<file path="src/rtl/diff_demo_pkg.sv">
// Shared definitions for the diff core's buffer-scheduling logic.
//   bank_state_e : life cycle of one feature-map/guard bank
//   top_state_e  : job-level state of the bank scheduler
//   CONF_NUM_FM_BANKS : number of ping-pong banks (ping = 0, pong = 1)
package diff_demo_pkg;

    localparam int CONF_NUM_FM_BANKS = 2;

    typedef enum logic [1:0] {
        BANK_EMPTY     = 2'd0,
        BANK_LOADING   = 2'd1,
        BANK_FULL      = 2'd2,
        BANK_COMPUTING = 2'd3
    } bank_state_e;

    typedef enum logic [1:0] {
        ST_IDLE = 2'd0,
        ST_RUN  = 2'd1,
        ST_DONE = 2'd2
    } top_state_e;

endpackage

</file>
<file path="src/rtl/fm_bank_scheduler_bank_state_tracker.sv">
// bank_state_tracker: state of a single ping-pong bank.
//   clk, rst_n  : clock, asynchronous active-low reset
//   clr_i       : return to EMPTY (job accept); dominates all events
//   start_i     : loader claimed this bank       (EMPTY     -> LOADING)
//   done_i      : loader filled this bank        (LOADING   -> FULL)
//   issue_i     : core accepted this bank        (FULL      -> COMPUTING)
//   finish_i    : core released this bank        (COMPUTING -> EMPTY)
//   state_o     : current bank state
// An event that does not match the current state is ignored; the top
// decides which events are legal and flags protocol errors.
module bank_state_tracker
    import diff_demo_pkg::*;
(
    input  logic        clk,
    input  logic        rst_n,
    input  logic        clr_i,
    input  logic        start_i,
    input  logic        done_i,
    input  logic        issue_i,
    input  logic        finish_i,
    output bank_state_e state_o
);

    bank_state_e state_q;

    always_ff @(posedge clk or negedge rst_n) begin
        if (!rst_n) begin
            state_q <= BANK_EMPTY;
        end else if (clr_i) begin
            state_q <= BANK_EMPTY;
        end else begin
            case (state_q)
                BANK_EMPTY:     if (start_i)  state_q <= BANK_LOADING;
                BANK_LOADING:   if (done_i)   state_q <= BANK_FULL;
                BANK_FULL:      if (issue_i)  state_q <= BANK_COMPUTING;
                BANK_COMPUTING: if (finish_i) state_q <= BANK_EMPTY;
            endcase
        end
    end

    assign state_o = state_q;

endmodule

</file>
<file path="src/rtl/fm_bank_scheduler.sv">
// fm_bank_scheduler: ping-pong bank scheduler between the feature-map
// loader and the diff core, so loading layer N+1 overlaps computing layer N.
//   cfg_valid/cfg_ready/cfg_layer_num : job start handshake and layer count
//   load_ready/load_bank/load_start/load_done : loader side
//   core_valid/core_ready/core_bank/core_finish : core start handshake
//   layers_done : layers finished in the current job
//   job_done    : one-cycle pulse after the last layer finishes
//   err         : sticky protocol error, cleared at job accept
// Every output is decoded from registered state only; no input reaches an
// output combinationally.
module fm_bank_scheduler
    import diff_demo_pkg::*;
#(
    parameter int NUM_BANKS = CONF_NUM_FM_BANKS,
    parameter int LAYER_W   = 8
) (
    input  logic               clk,
    input  logic               rst_n,
    input  logic               cfg_valid,
    output logic               cfg_ready,
    input  logic [LAYER_W-1:0] cfg_layer_num,
    output logic               load_ready,
    output logic               load_bank,
    input  logic               load_start,
    input  logic               load_done,
    output logic               core_valid,
    input  logic               core_ready,
    output logic               core_bank,
    input  logic               core_finish,
    output logic [LAYER_W-1:0] layers_done,
    output logic               job_done,
    output logic               err
);

    top_state_e         state_q;
    logic [LAYER_W-1:0] layer_num_q;
    logic [LAYER_W-1:0] loads_issued_q;
    logic [LAYER_W-1:0] loads_issued_d;
    logic [LAYER_W-1:0] layers_done_q;
    logic [LAYER_W-1:0] layers_done_d;
    logic               wr_ptr_q;
    logic               rd_ptr_q;
    logic               err_q;
    logic               err_d;

    bank_state_e        bank_state [NUM_BANKS];
    logic [NUM_BANKS-1:0] is_loading;
    logic [NUM_BANKS-1:0] is_computing;
    logic [NUM_BANKS-1:0] start_vec;
    logic [NUM_BANKS-1:0] done_vec;
    logic [NUM_BANKS-1:0] issue_vec;
    logic [NUM_BANKS-1:0] finish_vec;

    logic run;
    logic cfg_fire;
    logic load_fire;
    logic issue_fire;
    logic done_fire;
    logic finish_fire;
    logic any_loading;
    logic any_computing;

    assign run           = (state_q == ST_RUN);
    assign cfg_fire      = cfg_valid && (state_q == ST_IDLE);
    assign any_loading   = |is_loading;
    assign any_computing = |is_computing;

    // Only one bank may be in flight on each side, which is what keeps the
    // bank order strictly alternating and load_done/core_finish unambiguous.
    assign load_ready = run && (bank_state[wr_ptr_q] == BANK_EMPTY) && !any_loading
                        && (loads_issued_q < layer_num_q);
    assign core_valid = run && (bank_state[rd_ptr_q] == BANK_FULL) && !any_computing;

    assign load_fire   = load_start && load_ready;
    assign issue_fire  = core_valid && core_ready;
    assign done_fire   = load_done && any_loading;
    assign finish_fire = core_finish && any_computing;

    assign loads_issued_d = loads_issued_q + LAYER_W'(1);
    assign layers_done_d  = layers_done_q + LAYER_W'(1);

    // Illegal pulses only set the sticky flag; the event itself is dropped.
    assign err_d = cfg_fire ? 1'b0
                 : (err_q || (load_start && !load_ready)
                          || (load_done && !any_loading)
                          || (core_finish && !any_computing));

    generate
        for (genvar gi = 0; gi < NUM_BANKS; gi++) begin : g_bank
            assign is_loading[gi]   = (bank_state[gi] == BANK_LOADING);
            assign is_computing[gi] = (bank_state[gi] == BANK_COMPUTING);
            assign start_vec[gi]    = load_fire  && (wr_ptr_q == 1'(gi));
            assign done_vec[gi]     = done_fire  && is_loading[gi];
            assign issue_vec[gi]    = issue_fire && (rd_ptr_q == 1'(gi));
            assign finish_vec[gi]   = finish_fire && is_computing[gi];

            bank_state_tracker u_tracker (
                .clk      (clk),
                .rst_n    (rst_n),
                .clr_i    (cfg_fire),
                .start_i  (start_vec[gi]),
                .done_i   (done_vec[gi]),
                .issue_i  (issue_vec[gi]),
                .finish_i (finish_vec[gi]),
                .state_o  (bank_state[gi])
            );
        end
    endgenerate

    always_ff @(posedge clk or negedge rst_n) begin
        if (!rst_n) begin
            state_q        <= ST_IDLE;
            layer_num_q    <= '0;
            loads_issued_q <= '0;
            layers_done_q  <= '0;
            wr_ptr_q       <= 1'b0;
            rd_ptr_q       <= 1'b0;
            err_q          <= 1'b0;
        end else begin
            err_q <= err_d;
            case (state_q)
                ST_IDLE: begin
                    if (cfg_valid) begin
                        state_q        <= ST_RUN;
                        // A zero-layer job still runs one layer.
                        layer_num_q    <= (cfg_layer_num == '0) ? LAYER_W'(1) : cfg_layer_num;
                        loads_issued_q <= '0;
                        layers_done_q  <= '0;
                        wr_ptr_q       <= 1'b0;
                        rd_ptr_q       <= 1'b0;
                    end
                end
                ST_RUN: begin
                    if (load_fire) begin
                        wr_ptr_q       <= ~wr_ptr_q;
                        loads_issued_q <= loads_issued_d;
                    end
                    if (issue_fire) begin
                        rd_ptr_q <= ~rd_ptr_q;
                    end
                    // Leave RUN on the same edge as the last finish so that
                    // job_done appears in the very next cycle.
                    if (finish_fire) begin
                        layers_done_q <= layers_done_d;
                        if (layers_done_d == layer_num_q) begin
                            state_q <= ST_DONE;
                        end
                    end
                end
                ST_DONE: state_q <= ST_IDLE;
                default: state_q <= ST_IDLE;
            endcase
        end
    end

    assign cfg_ready   = (state_q == ST_IDLE);
    assign job_done    = (state_q == ST_DONE);
    assign load_bank   = wr_ptr_q;
    assign core_bank   = rd_ptr_q;
    assign layers_done = layers_done_q;
    assign err         = err_q;

endmodule

</file>
<file path="config.mk">
export PLATFORM = sky130hd
export DESIGN_NAME = fm_bank_scheduler
export DESIGN_NICKNAME = d
export VERILOG_FILES = /design/src/rtl/diff_demo_pkg.sv /design/src/rtl/fm_bank_scheduler_bank_state_tracker.sv /design/src/rtl/fm_bank_scheduler.sv
export SDC_FILE = /design/constraint.sdc
export NUM_CORES = 1
export LEC_CHECK = 0
export ABC_AREA = 0
export BUFFER_PORTS_ARGS = -buffer_cell sky130_fd_sc_hd__buf_2
export CORE_MARGIN = 8
export CORE_UTILIZATION = 41
export CTS_CLUSTER_SIZE = 12
export DETAILED_ROUTE_END_ITERATION = 8
export PLACE_DENSITY = 0.66
export SLEW_MARGIN = 10
export SYNTH_ARGS = -nofsm -noshare
export SYNTH_HDL_FRONTEND = slang
export SYNTH_SLANG_ARGS = --single-unit
export TNS_END_PERCENT = 50
</file>
<file path="constraint.sdc">
create_clock -name clk -period 5.19 [get_ports clk]
set_input_delay 0.519 -clock clk [delete_from_list [all_inputs] [get_ports clk]]
set_output_delay 0.519 -clock clk [all_outputs]
set_load 0.05 [all_outputs]
</file>
==> results.cfg <==
[clock_network]
root_buffer = clkbuf_8
cts_tree = yes
clk_pin_slew_worst_paths_ns = 0.06
clock_latency_ns = 0.29
ctsHoldBuffers = 0
cts_buffer_depth = 2
cts_buffers = 5
cts_max_level = 2
clock_sinks = 33
cts_resized = 0
cts_setup_buffers = 0

[placement]
dp_hpwl_mm = 3.84
placed_area_um2 = 2500
dp_slack_ns = 2.84
place_inst = 337
io_buffers = 29
gp_congestion = 0.794

[timing]
fin_skew_ns = 0.00477
whs_ns = 0.294
maxSlewHeadroom_pct = 28.4
finalCritPeriodShare_pct = 51.1
max_freq_mhz = 377
final-max-slew-violation-count = 0
worst_pin_slew_ns = 1.07
rsz0062_at_grt = no
final.setup.worst_slack_ns = 2.54
setup_violations = 0
final_hold_viol_count = 0
setup_tns_ns = 0
fin_crit_ns = 2.65

[logic_synthesis]
synthMuxAreaShare_pct = 4.64
synth_ff_type = dfrtp_1
yosys.area_share.simple_pct = 19.4
synth-adder-area-share_pct = 10.4
synth_area_um2 = 2290
synth_cells = 241
synth-seq-area-share_pct = 36.0
synth.avg_cell_area_um2 = 9.52
synthXorXnorAreaFrac_pct = 4.20
synth_top_family_by_area = compound AO/OA/AOI/OAI gates
synth_compound_area_share_pct = 20.8
synth-warning-count = 0
synth_async_sr_flop_share_pct = 100
synth_fp_nets = 275
synth_seq_cells = 33
synth_edf_count = 0
synth_cell_types = 53

[pwr]
power_frac_comb_pct = 55.1
intPower_uw = 807
seq_power_share_pct = 31.6
power_mw = 1.48
power.share.clock_pct = 13.3
switching_share_pct = 45.4
switching_power_uw = 672
powerDensity_nw_per_um2 = 571
p_leak_nw = 1.26
peakVddDrop_mv = 0.177

[route]
routed_wl_mm = 5.00
num_vias = 1844
drt_pass1_iterations = 4
ant_nets = 0
wl_per_cell_um = 14.5
drt_iter0_markers = 78
viasPerCell = 5.36
post-route-drc-count = 0

[global_route]
grt_max_degree = 34
grt_pass1_wl_mm = 8.77
grt_pass1_vias = 1839
grt_overflow = 0
groute.usage.overall_pct = 13.1
antenna_found_initial = 0

[floorplan]
core_area_um2 = 5440
die_y_um = 90.8
row_count = 27
ioPinCount = 30
die_w_um = 90.8
die_area_um2 = 8240
start_util_pct = 42.2

[setup_path]
crit_path_end = load_ready
worstSetupPathType = register to primary output
reg2reg_slack_ns = 2.96
required_ns = 4.67
crit_start = loads_issued_q[2]$_DFFE_PN0P_
r2r_cells = 6
cp.depth = 5
critPathArrivalTime_ns = 2.13
reg2reg_from = loads_issued_q[2]$_DFFE_PN0P_
cp-end-kind = primary output
crit_slowest_cell = dfrtp_1
cpPeakStageDelay_ns = 0.45
rr_endpoint = loads_issued_q[1]$_DFFE_PN0P_
crit_chain = ha_1, a211o_1, a31oi_4, o211a_1, buf_2
cp_max_fo = 7
critical_path.top_delay_family = compound AO/OA/AOI/OAI gates
cp-start-kind = register
crit_buf_inv = 1

[flow_run]
drv_cap = 0

[final_layout]
antennaDiodeCount = 0
final_area_um2 = 2590
final_common_cell = dfrtp_1
fillCellCount = 506
final_nets = 306
fin_util_pct = 47.6
area_growth_pct = 12.8
final_cell_mix = 33 x dfrtp_1, 29 x buf_2, 21 x inv_1, 20 x nand2_1
fin_cells = 344
final_layout_size_suffix_gt1_share_pct = 18.8

[min_path]
hp-class = primary input to asynchronous set/reset pin

[run_status]
outcome = completed
==> layout make-up <==
class / count / area, um2 / area share (%)
Clock buffer: 7 / 86.3 / 3.34
Inverter: 21 / 78.8 / 3.05
Multi-Input combinational cell: 182 / 1360 / 52.6
Sequential cell: 33 / 826 / 31.9
Tap cell: 72 / 90.1 / 3.48
Timing Repair Buffer: 29 / 145 / 5.61
==> registers in the layout, indices dropped and copies added (netlist names) <==
| name | flops |
|---|---|
| layers_done | 8 |
| err | 1 |
| loads_issued_q | 8 |
| layer_num_q | 8 |
| state_q | 2 |
| load_bank | 1 |
| core_bank | 1 |
| g_bank.u_tracker.state_o | 4 |
==> kinds of logic after synthesis <==
logic type               count (synthesis)
adder cells (fa/ha/maj)                 19
flip-flops                              33
buffers and inverters                   26
AO/OA/AOI/OAI                           61
multiplexers                            10
XOR/XNOR                                11
AND/OR/NAND/NOR                         81
==> how the worst min path moves through the flow <==
stage / from / end / slack, ns / depth (start not counted)
2_1_floorplan: rst_n / core_bank$_DFFE_PN0P_ / 0.22 / 0
3_3_place_gp: layers_done[7]$_DFFE_PN0P_ / layers_done[7]$_DFFE_PN0P_ / 0.52 / 1
3_5_place_dp: layers_done[7]$_DFFE_PN0P_ / layers_done[7]$_DFFE_PN0P_ / 0.52 / 1
4_1_cts: rst_n / core_bank$_DFFE_PN0P_ / 0.32 / 1
5_1_grt: rst_n / layers_done[4]$_DFFE_PN0P_ / 0.35 / 1
6_report: rst_n / core_bank$_DFFE_PN0P_ / 0.29 / 1
==> layer usage <==
layer / routed length [um] / global-route usage (%)
met2: 2370 / 21.1
met4: 76 / 5.73
met3: 257 / 4.82
met5: 0 / 0
met1: 2300 / 15.3
==> power by group through the flow <==
stage | sequential, mW | clock [mW] | combinational (mW)
after global routing | 0.486 | 0.218 | 0.917
after floorplan | 0.503 | 0 | 0.617
final | 0.467 | 0.197 | 0.815
after detailed placement | 0.471 | 0 | 0.822
after CTS | 0.467 | 0.206 | 0.826
after global placement | 0.470 | 0 | 0.804
==> synthesized netlist by cell type (all sizes together), types with 3 or more instances <==
master,n,area (um2)
dfrtp,33,826
inv,21,78.8
nand2,20,75.1
ha,19,238
o21ai,19,95.1
nor2,15,56.3
mux2i,8,80.1
nand2b,8,50.1
nand3,8,40.0
a21oi,7,35.0
xnor2,6,52.6
and3,5,31.3
nand4,5,31.3
o211a,5,57.6
xor2,5,43.8
nor3,4,20.0
a221oi,3,32.5
a31o,3,26.3
and3b,3,26.3
clkbuf,3,11.3
nor2b,3,18.8
o2111a,3,33.8
o31ai,3,22.5
No activity file was read; power rests on OpenSTA's default activity.
